[config.mk]
export PLATFORM = sky130hd
export DESIGN_NAME = obj_scheduler
export DESIGN_NICKNAME = d
export VERILOG_FILES = /design/src/rtl/obj_pkg.sv /design/src/rtl/rr_arbiter2.sv /design/src/rtl/obj_scheduler.sv
export SDC_FILE = /design/constraint.sdc
export NUM_CORES = 1
export LEC_CHECK = 0
export BUFFER_PORTS_ARGS = -buffer_cell sky130_fd_sc_hd__buf_2
export CORE_MARGIN = 1.5
export CORE_UTILIZATION = 45
export DETAILED_ROUTE_END_ITERATION = 6
export HOLD_SLACK_MARGIN = 0.03
export MAX_ROUTING_LAYER = met4
export PLACE_DENSITY = 0.67
export REMOVE_ABC_BUFFERS = 1
export SYNTH_ARGS = -nofsm -noshare
export SYNTH_HDL_FRONTEND = slang
export SYNTH_SLANG_ARGS = --single-unit
[constraint.sdc]
create_clock -name vclock -period 8.1 [get_ports vclock]
set_clock_uncertainty 0.1 [all_clocks]
set_input_delay 2.43 -clock vclock [delete_from_list [all_inputs] [get_ports vclock]]
set_output_delay 2.43 -clock vclock [all_outputs]
set_load 0.005 [all_outputs]
[src/rtl/obj_pkg.sv]
// Purpose: shared constants, state encoding and the per-frame aging rule for the object table.
// Latency: n/a (package only).
// Backpressure: n/a.
package obj_pkg;

    localparam int NUM_SLOTS = 5;
    localparam int OBJ_W     = 26;

    // Slot word layout: {frame, id, hpos, vpos}; all-zero means empty.
    localparam int FRAME_MSB = 25;
    localparam int FRAME_LSB = 23;
    localparam int ID_MSB    = 22;
    localparam int ID_LSB    = 21;
    localparam int HPOS_MSB  = 20;
    localparam int HPOS_LSB  = 10;
    localparam int VPOS_MSB  = 9;
    localparam int VPOS_LSB  = 0;

    localparam logic [1:0] ID_COLL  = 2'd0;
    localparam logic [1:0] ID_SHARK = 2'd1;

    typedef enum logic [1:0] {
        ST_IDLE   = 2'd0,
        ST_UPDATE = 2'd1,
        ST_SPAWN  = 2'd2
    } state_t;

    // One frame of aging for a single slot. Retirement is tested before the
    // subtraction so hpos can never wrap around.
    function automatic logic [OBJ_W-1:0] obj_age(
        input logic [OBJ_W-1:0] word,
        input logic             kill,
        input logic             wrap,
        input logic [10:0]      step
    );
        logic [OBJ_W-1:0] r;
        r = word;
        if (word == '0) begin
            r = '0;
        end else if (kill) begin
            r = '0;
        end else if (word[HPOS_MSB:HPOS_LSB] < step) begin
            r = '0;
        end else begin
            r[HPOS_MSB:HPOS_LSB] = word[HPOS_MSB:HPOS_LSB] - step;
            if (wrap) begin
                r[FRAME_MSB:FRAME_LSB] = word[FRAME_MSB:FRAME_LSB] + 3'd1;
            end
        end
        return r;
    endfunction

endpackage

[src/rtl/rr_arbiter2.sv]
// Purpose: two-requester round-robin arbiter; rr_ptr names the requester that wins a tie.
// Latency: grants combinational from req/en; rr_ptr updates on the clock after a contested grant.
// Backpressure: no grant while en is low; requests simply wait.
// Ports: vclock/reset (sync, active-high), en, req0/req1 in; gnt0/gnt1 out.
module rr_arbiter2 (
    input  logic vclock,
    input  logic reset,
    input  logic en,
    input  logic req0,
    input  logic req1,
    output logic gnt0,
    output logic gnt1
);

    // 0: requester 0 wins a tie, 1: requester 1 wins a tie.
    logic rr_ptr;

    assign gnt0 = en & req0 & (~req1 | ~rr_ptr);
    assign gnt1 = en & req1 & (~req0 |  rr_ptr);

    // After a contested grant the pointer moves to the loser.
    always_ff @(posedge vclock) begin
        if (reset) begin
            rr_ptr <= 1'b0;
        end else if (en && req0 && req1) begin
            rr_ptr <= ~rr_ptr;
        end
    end

endmodule

[src/rtl/obj_scheduler.sv]
// Purpose: per-frame object table: scroll/animate/retire live slots, apply kills, grant one spawn.
// Latency: vsync fall detected at t; slots t+1..t+5, ack at t+6, new slot word and obj_count at t+7.
// Backpressure: spawn requests are held (level) until acked; no ack while the table is full.
// Ports: vclock/reset, vsync, coll_* and shark_* spawn handshakes, hit_valid/hit_slot kills,
//        p_obj1..p_obj5 slot words, obj_count, busy.
module obj_scheduler
    import obj_pkg::*;
#(
    parameter int SCROLL_STEP = 2,
    parameter int ANIM_DIV    = 4,
    parameter int SPAWN_X     = 1023
) (
    input  logic        vclock,
    input  logic        reset,
    input  logic        vsync,
    input  logic        coll_req,
    input  logic [9:0]  coll_vpos,
    output logic        coll_ack,
    input  logic        shark_req,
    input  logic [9:0]  shark_vpos,
    output logic        shark_ack,
    input  logic        hit_valid,
    input  logic [2:0]  hit_slot,
    output logic [25:0] p_obj1,
    output logic [25:0] p_obj2,
    output logic [25:0] p_obj3,
    output logic [25:0] p_obj4,
    output logic [25:0] p_obj5,
    output logic [2:0]  obj_count,
    output logic        busy
);

    localparam int AW = (ANIM_DIV > 1) ? $clog2(ANIM_DIV) : 1;
    localparam logic [2:0] LAST_IDX = 3'(NUM_SLOTS - 1);

    state_t               state;
    logic                 vsync_d;
    logic                 frame_edge;
    logic [2:0]           slot_idx;
    logic [OBJ_W-1:0]     slot_q   [NUM_SLOTS];
    logic [OBJ_W-1:0]     slot_nxt [NUM_SLOTS];
    logic [NUM_SLOTS-1:0] kill_mask;
    logic [NUM_SLOTS-1:0] kill_nxt;
    logic [AW-1:0]        anim_cnt;
    logic                 anim_wrap;

    // Spawn decided at the end of the last UPDATE cycle, written during SPAWN.
    logic                 pend_vld;
    logic [2:0]           pend_idx;
    logic [OBJ_W-1:0]     pend_word;

    logic                 free_found;
    logic [2:0]           free_idx;
    logic                 last_upd;
    logic                 arb_en;
    logic                 gnt_c;
    logic                 gnt_s;
    logic [2:0]           cnt_nxt;

    assign frame_edge = vsync_d & ~vsync;
    assign last_upd   = (state == ST_UPDATE) && (slot_idx == LAST_IDX);

    // Next value of every slot: aging for the visited slot, spawn write in SPAWN.
    always_comb begin
        for (int k = 0; k < NUM_SLOTS; k++) begin
            slot_nxt[k] = slot_q[k];
            if (state == ST_UPDATE && slot_idx == 3'(k)) begin
                slot_nxt[k] = obj_age(slot_q[k], kill_mask[k], anim_wrap, 11'(SCROLL_STEP));
            end
            if (state == ST_SPAWN && pend_vld && pend_idx == 3'(k)) begin
                slot_nxt[k] = pend_word;
            end
        end
    end

    // Free-slot search looks at post-update contents, so a slot emptied on
    // the final UPDATE cycle is already eligible for this frame's spawn.
    always_comb begin
        free_found = 1'b0;
        free_idx   = 3'd0;
        for (int k = NUM_SLOTS - 1; k >= 0; k--) begin
            if (slot_nxt[k] == '0) begin
                free_found = 1'b1;
                free_idx   = 3'(k);
            end
        end
    end

    always_comb begin
        cnt_nxt = 3'd0;
        for (int k = 0; k < NUM_SLOTS; k++) begin
            if (slot_nxt[k] != '0) begin
                cnt_nxt = cnt_nxt + 3'd1;
            end
        end
    end

    // Visit and spawn clear a bit first; a new hit in the same cycle wins
    // so it is not lost and lands on the next pass.
    always_comb begin
        kill_nxt = kill_mask;
        for (int k = 0; k < NUM_SLOTS; k++) begin
            if (state == ST_UPDATE && slot_idx == 3'(k)) begin
                kill_nxt[k] = 1'b0;
            end
            if (state == ST_SPAWN && pend_vld && pend_idx == 3'(k)) begin
                kill_nxt[k] = 1'b0;
            end
            if (hit_valid && hit_slot == 3'(k)) begin
                kill_nxt[k] = 1'b1;
            end
        end
    end

    assign arb_en = last_upd && free_found;

    rr_arbiter2 u_arb (
        .vclock (vclock),
        .reset  (reset),
        .en     (arb_en),
        .req0   (coll_req),
        .req1   (shark_req),
        .gnt0   (gnt_c),
        .gnt1   (gnt_s)
    );

    always_ff @(posedge vclock) begin
        if (reset) begin
            state     <= ST_IDLE;
            vsync_d   <= 1'b1;
            slot_idx  <= 3'd0;
            kill_mask <= '0;
            anim_cnt  <= '0;
            anim_wrap <= 1'b0;
            pend_vld  <= 1'b0;
            pend_idx  <= 3'd0;
            pend_word <= '0;
            coll_ack  <= 1'b0;
            shark_ack <= 1'b0;
            obj_count <= 3'd0;
            busy      <= 1'b0;
            for (int k = 0; k < NUM_SLOTS; k++) begin
                slot_q[k] <= '0;
            end
        end else begin
            vsync_d   <= vsync;
            kill_mask <= kill_nxt;
            coll_ack  <= 1'b0;
            shark_ack <= 1'b0;
            for (int k = 0; k < NUM_SLOTS; k++) begin
                slot_q[k] <= slot_nxt[k];
            end

            case (state)
                ST_IDLE: begin
                    if (frame_edge) begin
                        state    <= ST_UPDATE;
                        slot_idx <= 3'd0;
                        busy     <= 1'b1;
                        if (anim_cnt == AW'(ANIM_DIV - 1)) begin
                            anim_cnt  <= '0;
                            anim_wrap <= 1'b1;
                        end else begin
                            anim_cnt  <= anim_cnt + 1'b1;
                            anim_wrap <= 1'b0;
                        end
                    end
                end
                ST_UPDATE: begin
                    slot_idx <= slot_idx + 3'd1;
                    if (last_upd) begin
                        state     <= ST_SPAWN;
                        pend_vld  <= gnt_c | gnt_s;
                        pend_idx  <= free_idx;
                        pend_word <= {3'd0, (gnt_s ? ID_SHARK : ID_COLL), 11'(SPAWN_X),
                                      (gnt_s ? shark_vpos : coll_vpos)};
                        coll_ack  <= gnt_c;
                        shark_ack <= gnt_s;
                    end
                end
                ST_SPAWN: begin
                    state     <= ST_IDLE;
                    busy      <= 1'b0;
                    pend_vld  <= 1'b0;
                    obj_count <= cnt_nxt;
                end
                default: begin
                    state <= ST_IDLE;
                    busy  <= 1'b0;
                end
            endcase
        end
    end

    assign p_obj1 = slot_q[0];
    assign p_obj2 = slot_q[1];
    assign p_obj3 = slot_q[2];
    assign p_obj4 = slot_q[3];
    assign p_obj5 = slot_q[4];

endmodule

==> run summary, run 1 <==
Outcome = finished clean
Startpoint types = flip-flop
Root buf cell = clkbuf_16
Seq/Total Area, Yosys = 0.3944
Yosys cell types = 84
R2r setup slk = 2.81 ns
Compound-Gate Fraction of Synth Area = 0.1774
Final min period = 5.292 ns
Post-synth top flop = dfxtp_1
Metal2 WL = 11590 um
Final Hold Fails = 0
Met3 WL = 1641 um
Avg Cell Area, Syn = 8.425 sq um
Post-Syn Instances = 1006
Hold-fix buffers, CTS = 0
GRT Total Usage = 0.2578
Internal power = 1.426 mW
Post-CTS Resized = 0
Main combinational cell family by area after synthesis = simple AND/OR/NAND/NOR gates
Number of top-level pins = 165
WHS Endpoint = slot_q[0][48]
Max Used Layer = met4
First-pass GRT wire length = 38960 um
Clock Sinks = 167
Post-layout net count = 1179
Commonest cells after routing, fill and taps aside = 167 x dfxtp_1, 163 x buf_2, 121 x nor2_1
Die width = 140.2 um
Switch share = 0.2550
Post-route design area = 0.009967 sq mm
Via-to-Cell Ratio = 5.792
PortBufs = 164
Core ar. = 0.01858 sq mm
Clock slew at reported path FFs = 0.06 ns
Number of antenna violations at the first check in global routing = 1
Vias in the first global route = 7203
Synth Cell Area = 0.008476 sq mm
Die H = 140.2 um
Iter 0 DRT Violations = 617
CTS Buf Count = 17
Max-slew violation count = 0
Core Util, Final = 0.5364
Hold WS = 0.3528 ns
Clk pwr share = 0.432
Max Fclk = 189.0 MHz
Largest delay share family, worst path = simple AND/OR/NAND/NOR gates
CP dominant cell by count = ha_1
Hold Crit Start = slot_q[0][48]
R2r startpoint = state[1]
Largest net degree at the start of global routing = 64
Total detailed-routing wirelength = 25130 um
Post-CTS setup buffer count = 0
Crit path cell chain = nor4bb_1 -> and3b_1 -> a311o_1 -> o22ai_1 -> o31ai_1 -> and2_1 -> inv_1 -> ha_1 -> xnor2_1 -> inv_1 -> ha_1 -> or2b_1 -> o21a_1 -> ha_1 -> nor2b_1 -> xnor2_1 -> mux2i_1 -> nand2_1
Max Cap Viol = 0
Hold Crit Depth = 2
DP Wirelength = 17550 um
Slew Limit Headroom = 0.3929
Pwr/cell area = 192.0 mW/mm^2
Final setup viols = 0
Mux share of post-synthesis cell area = 0.02731
Synth Warn # = 0
Clk_lat worst skew = 0.42 ns
Post-synth ARST share = 0
FF+latch count, synth = 167
CP Capture Type = flip-flop
Post-Synth XOR/XNOR Area = 0.06097
Register share of total power = 0.447
Layout overhead on the synthesized area = 17.60%
Max stage delay on crit path = 0.77 ns
Worst reg2reg endpoint = obj_count[2]
Tcrit/Tclk final = 0.6534
Hold WC Path Type = flip-flop to flip-flop
Bufs and invs on worst path = 2
CTS tree = built
Post-synthesis adder-cell area fraction = 0.02952
Initial Utilization = 0.4562
Post-synthesis simple-gate area fraction = 0.2634
R2r worst-path depth = 18
Arr. time, crit path = 5.50 ns
CTS H-tree lvls = 4
Post-Route M1 WL = 11480 um
Worst slew pin tran = 0.8984 ns
Row count = 50
DRC = 0
LEAKAGE = 4.184 nW
Max Buffers Root-to-Sink = 2
Setup TNS = 0 ns
Max Fanout on Critical Path = 17
Share of cells above drive strength 1 = 0.1986
Routed Antenna Nets = 0
Die area = 0.01967 sq mm
Unrepaired setup endpoints after global routing = no
Drt pass-1 iters = 5
Placed Area = 0.009364 sq mm
Comb pwr share = 0.121
Slowest CP cell = nor4bb_1
Net Sw Power = 488.0 uW
DR vias = 7987
Most common cell after layout, fill and taps aside = dfxtp_1
EDFF count, synth = 0
VDD IR-drop max = 134.1 uV
Critical Path RT = 8.31 ns
Total congestion overflow = 0
Kind of critical path = flip-flop to flip-flop
Final Wtd Congestion = 0.9312
WL per Instance = 18.23 um
[metal layers]
layer | vias to the layer above | global-route usage
met2 | 294 | 0.3929
met3 | 31 | 0.04376
met5 | - | -
li1 | 3859 | -
met1 | 3803 | 0.3507
met4 | 0 | 0.07645
[power groups by stage]
stage,Clock (mW),Sequential [mW],Combinational [mW]
2_1_floorplan,0,0.869,0.158
3_3_place_gp,0,0.873,0.226
3_5_place_dp,0,0.872,0.229
4_1_cts,0.838,0.854,0.230
5_1_grt,0.875,0.856,0.263
6_report,0.827,0.855,0.232
[stage by stage]
| step | setup slack (ns) | cells | power [mW] |
|---|---|---|---|
| 2_1_floorplan | 2.581 | 940 | 1.027 |
| 3_3_place_gp | 3.045 | 1345 | 1.098 |
| 3_5_place_dp | 2.875 | 1345 | 1.101 |
| 4_1_cts | 2.847 | 1377 | 1.922 |
| 5_1_grt | 2.372 | 1378 | 1.994 |
| 6_report | 2.808 | 1379 | 1.914 |
[cell usage after synthesis (4+ instances only)]
master / n / area share
dfxtp_1: 167 / 0.39
nor4bb_1: 4 / 0.0047
o21ai_0: 13 / 0.0077
a31oi_1: 8 / 0.0059
buf_2: 6 / 0.0035
clkbuf_1: 51 / 0.023
a21oi_1: 61 / 0.036
nand2b_1: 16 / 0.012
nand3b_1: 6 / 0.0053
nor3b_1: 13 / 0.012
and2_1: 6 / 0.0044
o31ai_1: 5 / 0.0044
buf_6: 4 / 0.0053
ha_1: 20 / 0.030
nand3_1: 32 / 0.019
nand4b_1: 5 / 0.0052
o211ai_1: 7 / 0.0062
and3b_1: 5 / 0.0052
mux2i_1: 22 / 0.026
nor3_1: 42 / 0.025
nor4_1: 24 / 0.018
nor2b_1: 11 / 0.0081
a211oi_1: 15 / 0.013
inv_1: 28 / 0.012
xor2_1: 28 / 0.029
nand4_1: 12 / 0.0089
or3_1: 15 / 0.011
and3_1: 6 / 0.0044
o21a_1: 5 / 0.0044
nand2_1: 86 / 0.038
nor2_1: 121 / 0.054
o2111ai_1: 4 / 0.0041
xnor2_1: 31 / 0.032
a22oi_1: 55 / 0.049
[flip-flops by register name (all words and copies together), names as in the netlist]
register and cells:
slot_q 130, pend_idx 3, anim_wrap 1, vsync_d 1
anim_cnt 2, kill_mask 5, shark_ack 1, u_arb.rr_ptr 1
pend_vld 1, slot_idx 3, pend_word 12, busy 1
state 2, coll_ack 1, obj_count 3
[tightest hold or removal path, stage by stage (launching register included)]
cell and delay, ns:
dfxtp_1 0.32, inv_1 0.06, nor2_1 0.04
[logic make-up after synthesis]
group | count (synthesis)
and+or+nand+nor | 430
AOI/OAI and AO/OA | 213
DFF | 167
buffers and inverters | 94
xor gates and xnor gates | 59
muxes | 23
adders and majority gates | 20
[how the worst max path moves through the flow]
stage,to,cells past startpoint,startpoint
after global placement,obj_count[2],18,state[1]
after detailed placement,obj_count[2],18,state[1]
after global routing,obj_count[2],18,state[1]
final,obj_count[2],18,state[1]
after CTS,obj_count[2],18,state[1]
after floorplan,obj_count[2],17,slot_idx[0]
[final cells by class]
class / instances / area [sq um]
antenna: 2 / 5.005
clock buffer: 20 / 446.7
clock inverter: 12 / 151.4
fill: 1742 / 8613
inverter: 28 / 105.1
multi-input combinational: 745 / 4747
sequential: 167 / 3343
tap: 234 / 292.8
timing repair buffer: 171 / 875.8
(Power assumes the default switching activity.)
==> run 2: changes to the inputs <==
Settings changed: PLACE_DENSITY 0.67 to 0.7.
Clock period 8.1 ns to 4.4 ns, I/O delays scaled along.
==> run summary, run 2 (synthesis results as in run 1) <==
Slew Limit Headroom = 0.5152
PortBufs = 164
Most common cell after layout, fill and taps aside = dfxtp_1
Hold WS = 0.3458 ns
Die H = 140.2 um
Max-slew violation count = 0
First-pass GRT wire length = 40010 um
Drt pass-1 iters = 5
Arr. time, crit path = 4.34 ns
Kind of critical path = flip-flop to flip-flop
DR vias = 8246
Hold Crit Start = slot_q[0][48]
Comb pwr share = 0.155
WHS Endpoint = slot_q[0][48]
GRT Total Usage = 0.2653
Clk_lat worst skew = 0.43 ns
Hold-fix buffers, CTS = 0
Fillers = 1724
Max Cap Viol = 0
Setup WS pre-CTS = 0.01635 ns
Layout overhead on the synthesized area = 23.90%
Clock slew at reported path FFs = 0.06 ns
Placed Area = 0.009767 sq mm
Largest register by flop count = slot_q
Commonest cells after routing, fill and taps aside = 166 x dfxtp_1, 163 x buf_2, 121 x nor2_1
Worst reg2reg endpoint = obj_count[2]
Pwr/cell area = 342.2 mW/mm^2
Die width = 140.2 um
Total congestion overflow = 0
Startpoint types = flip-flop
Core Util, Final = 0.5652
Final Wtd Congestion = 0.9681
Switch share = 0.2647
Max reg flops = 130
Net Sw Power = 951.0 uW
Outcome = finished clean
VDD IR-drop max = 257.7 uV
Hold Crit Depth = 2
CP Capture Type = flip-flop
R2r worst-path depth = 22
Row count = 50
Via-to-Cell Ratio = 5.738
Bufs and invs on worst path = 5
Worst slew pin tran = 0.7271 ns
Largest delay share family, worst path = simple AND/OR/NAND/NOR gates
Max Fclk = 242.9 MHz
Max Buffers Root-to-Sink = 2
Number of antenna violations at the first check in global routing = 0
Routed Antenna Nets = 0
DRC = 0
Clock Sinks = 167
Number of top-level pins = 165
WL per Instance = 17.67 um
Largest net degree at the start of global routing = 54
Max stage delay on crit path = 0.32 ns
Clk pwr share = 0.410
Setup TNS = 0 ns
R2r setup slk = 0.28 ns
Final setup viols = 0
R2r startpoint = slot_idx[1]
Unrepaired setup endpoints after global routing = no
CTS H-tree lvls = 4
Core ar. = 0.01858 sq mm
Hold WC Path Type = flip-flop to flip-flop
CTS Buf Count = 17
Total power = 3.593 mW
Critical Path RT = 4.62 ns
Post-layout worst setup margin = 0.2830 ns
Initial Utilization = 0.4562
Post-route design area = 0.01050 sq mm
Vias in the first global route = 7473
DP Wirelength = 18190 um
Max Fanout on Critical Path = 11
Slowest CP cell = dfxtp_2
Post-layout net count = 1239
Regs by FF count = slot_q: 130 flops, pend_word: 12 flops, kill_mask: 5 flops
Root buf cell = clkbuf_16
Ant diodes = 0
Tcrit/Tclk final = 0.9357
Share of cells above drive strength 1 = 0.2485
Non-Filler Instances = 1437
Register share of total power = 0.436
Final Hold Fails = 0
LEAKAGE = 4.518 nW
Placed Cells = 1397
Internal power = 2.642 mW
CTS tree = built
Final min period = 4.117 ns
Crit path cell chain = inv_1 -> ha_1 -> nor4bb_4 -> buf_4 -> buf_6 -> nand2_1 -> o21ai_0 -> o21ai_0 -> o31ai_4 -> and2_4 -> inv_1 -> ha_4 -> xnor2_2 -> inv_1 -> ha_1 -> or2b_1 -> o21a_1 -> ha_1 -> nor2b_1 -> xnor2_1 -> mux2i_1 -> nand2_1
Total detailed-routing wirelength = 25400 um
Die area = 0.01967 sq mm
Iter 0 DRT Violations = 510
==> run 2: final cells by class <==
type | count | area, sq um | area share
Clock inverter | 15 | 153.9 | 0.01466
Clock buffer | 17 | 425.4 | 0.04051
Sequential cell | 167 | 3344 | 0.3185
Tap cell | 234 | 292.8 | 0.02788
Timing Repair Buffer | 231 | 1346 | 0.1282
Inverter | 28 | 105.1 | 0.01001
Multi-Input combinational cell | 745 | 4833 | 0.4603
==> run 2: timing repair <==
action	in CTS	in global routing
setup buffers	0	8
pin swaps	0	9
gates resized for setup	1	16
setup endpoints to repair	1	2
==> run 2: per-layer routing <==
layer | global-route usage | vias to the layer above | part of all wire
met1 | 0.3489 | 3902 | 0.45
met4 | 0.09141 | 0 | 0.023
met3 | 0.05744 | 43 | 0.072
li1 | - | 3979 | -
met2 | 0.4036 | 322 | 0.46
met5 | - | - | 0
==> run 2: worst register-to-register path, stage by stage, from the launching register on <==
cell and delay, ns:
dfxtp_2 0.32, inv_1 0.08, ha_1 0.15, nor4bb_4 0.19
buf_4 0.20, buf_6 0.15, nand2_1 0.09, o21ai_0 0.14
o21ai_0 0.17, o31ai_4 0.32, and2_4 0.20, inv_1 0.07
ha_4 0.26, xnor2_2 0.14, inv_1 0.06, ha_1 0.27
or2b_1 0.24, o21a_1 0.11, ha_1 0.18, nor2b_1 0.13
xnor2_1 0.16, mux2i_1 0.21, nand2_1 0.07
==> run 2: power groups by stage <==
stage          clock network [mW]  logic [mW]  registers [mW]
2_1_floorplan                   0       0.292            1.60
3_3_place_gp                    0       0.466            1.60
5_1_grt                      1.57       0.609            1.57
3_5_place_dp                    0       0.473            1.60
4_1_cts                      1.50       0.478            1.57
6_report                     1.47       0.556            1.57
==> run 2: worst max-delay path by stage <==
stage / from / endpoint / cells past startpoint
2_1_floorplan: slot_idx[0] / obj_count[2] / 17
3_3_place_gp: slot_idx[1] / obj_count[2] / 22
3_5_place_dp: slot_idx[1] / obj_count[2] / 21
4_1_cts: slot_idx[0] / obj_count[2] / 21
5_1_grt: slot_idx[1] / obj_count[2] / 22
6_report: slot_idx[1] / obj_count[2] / 22
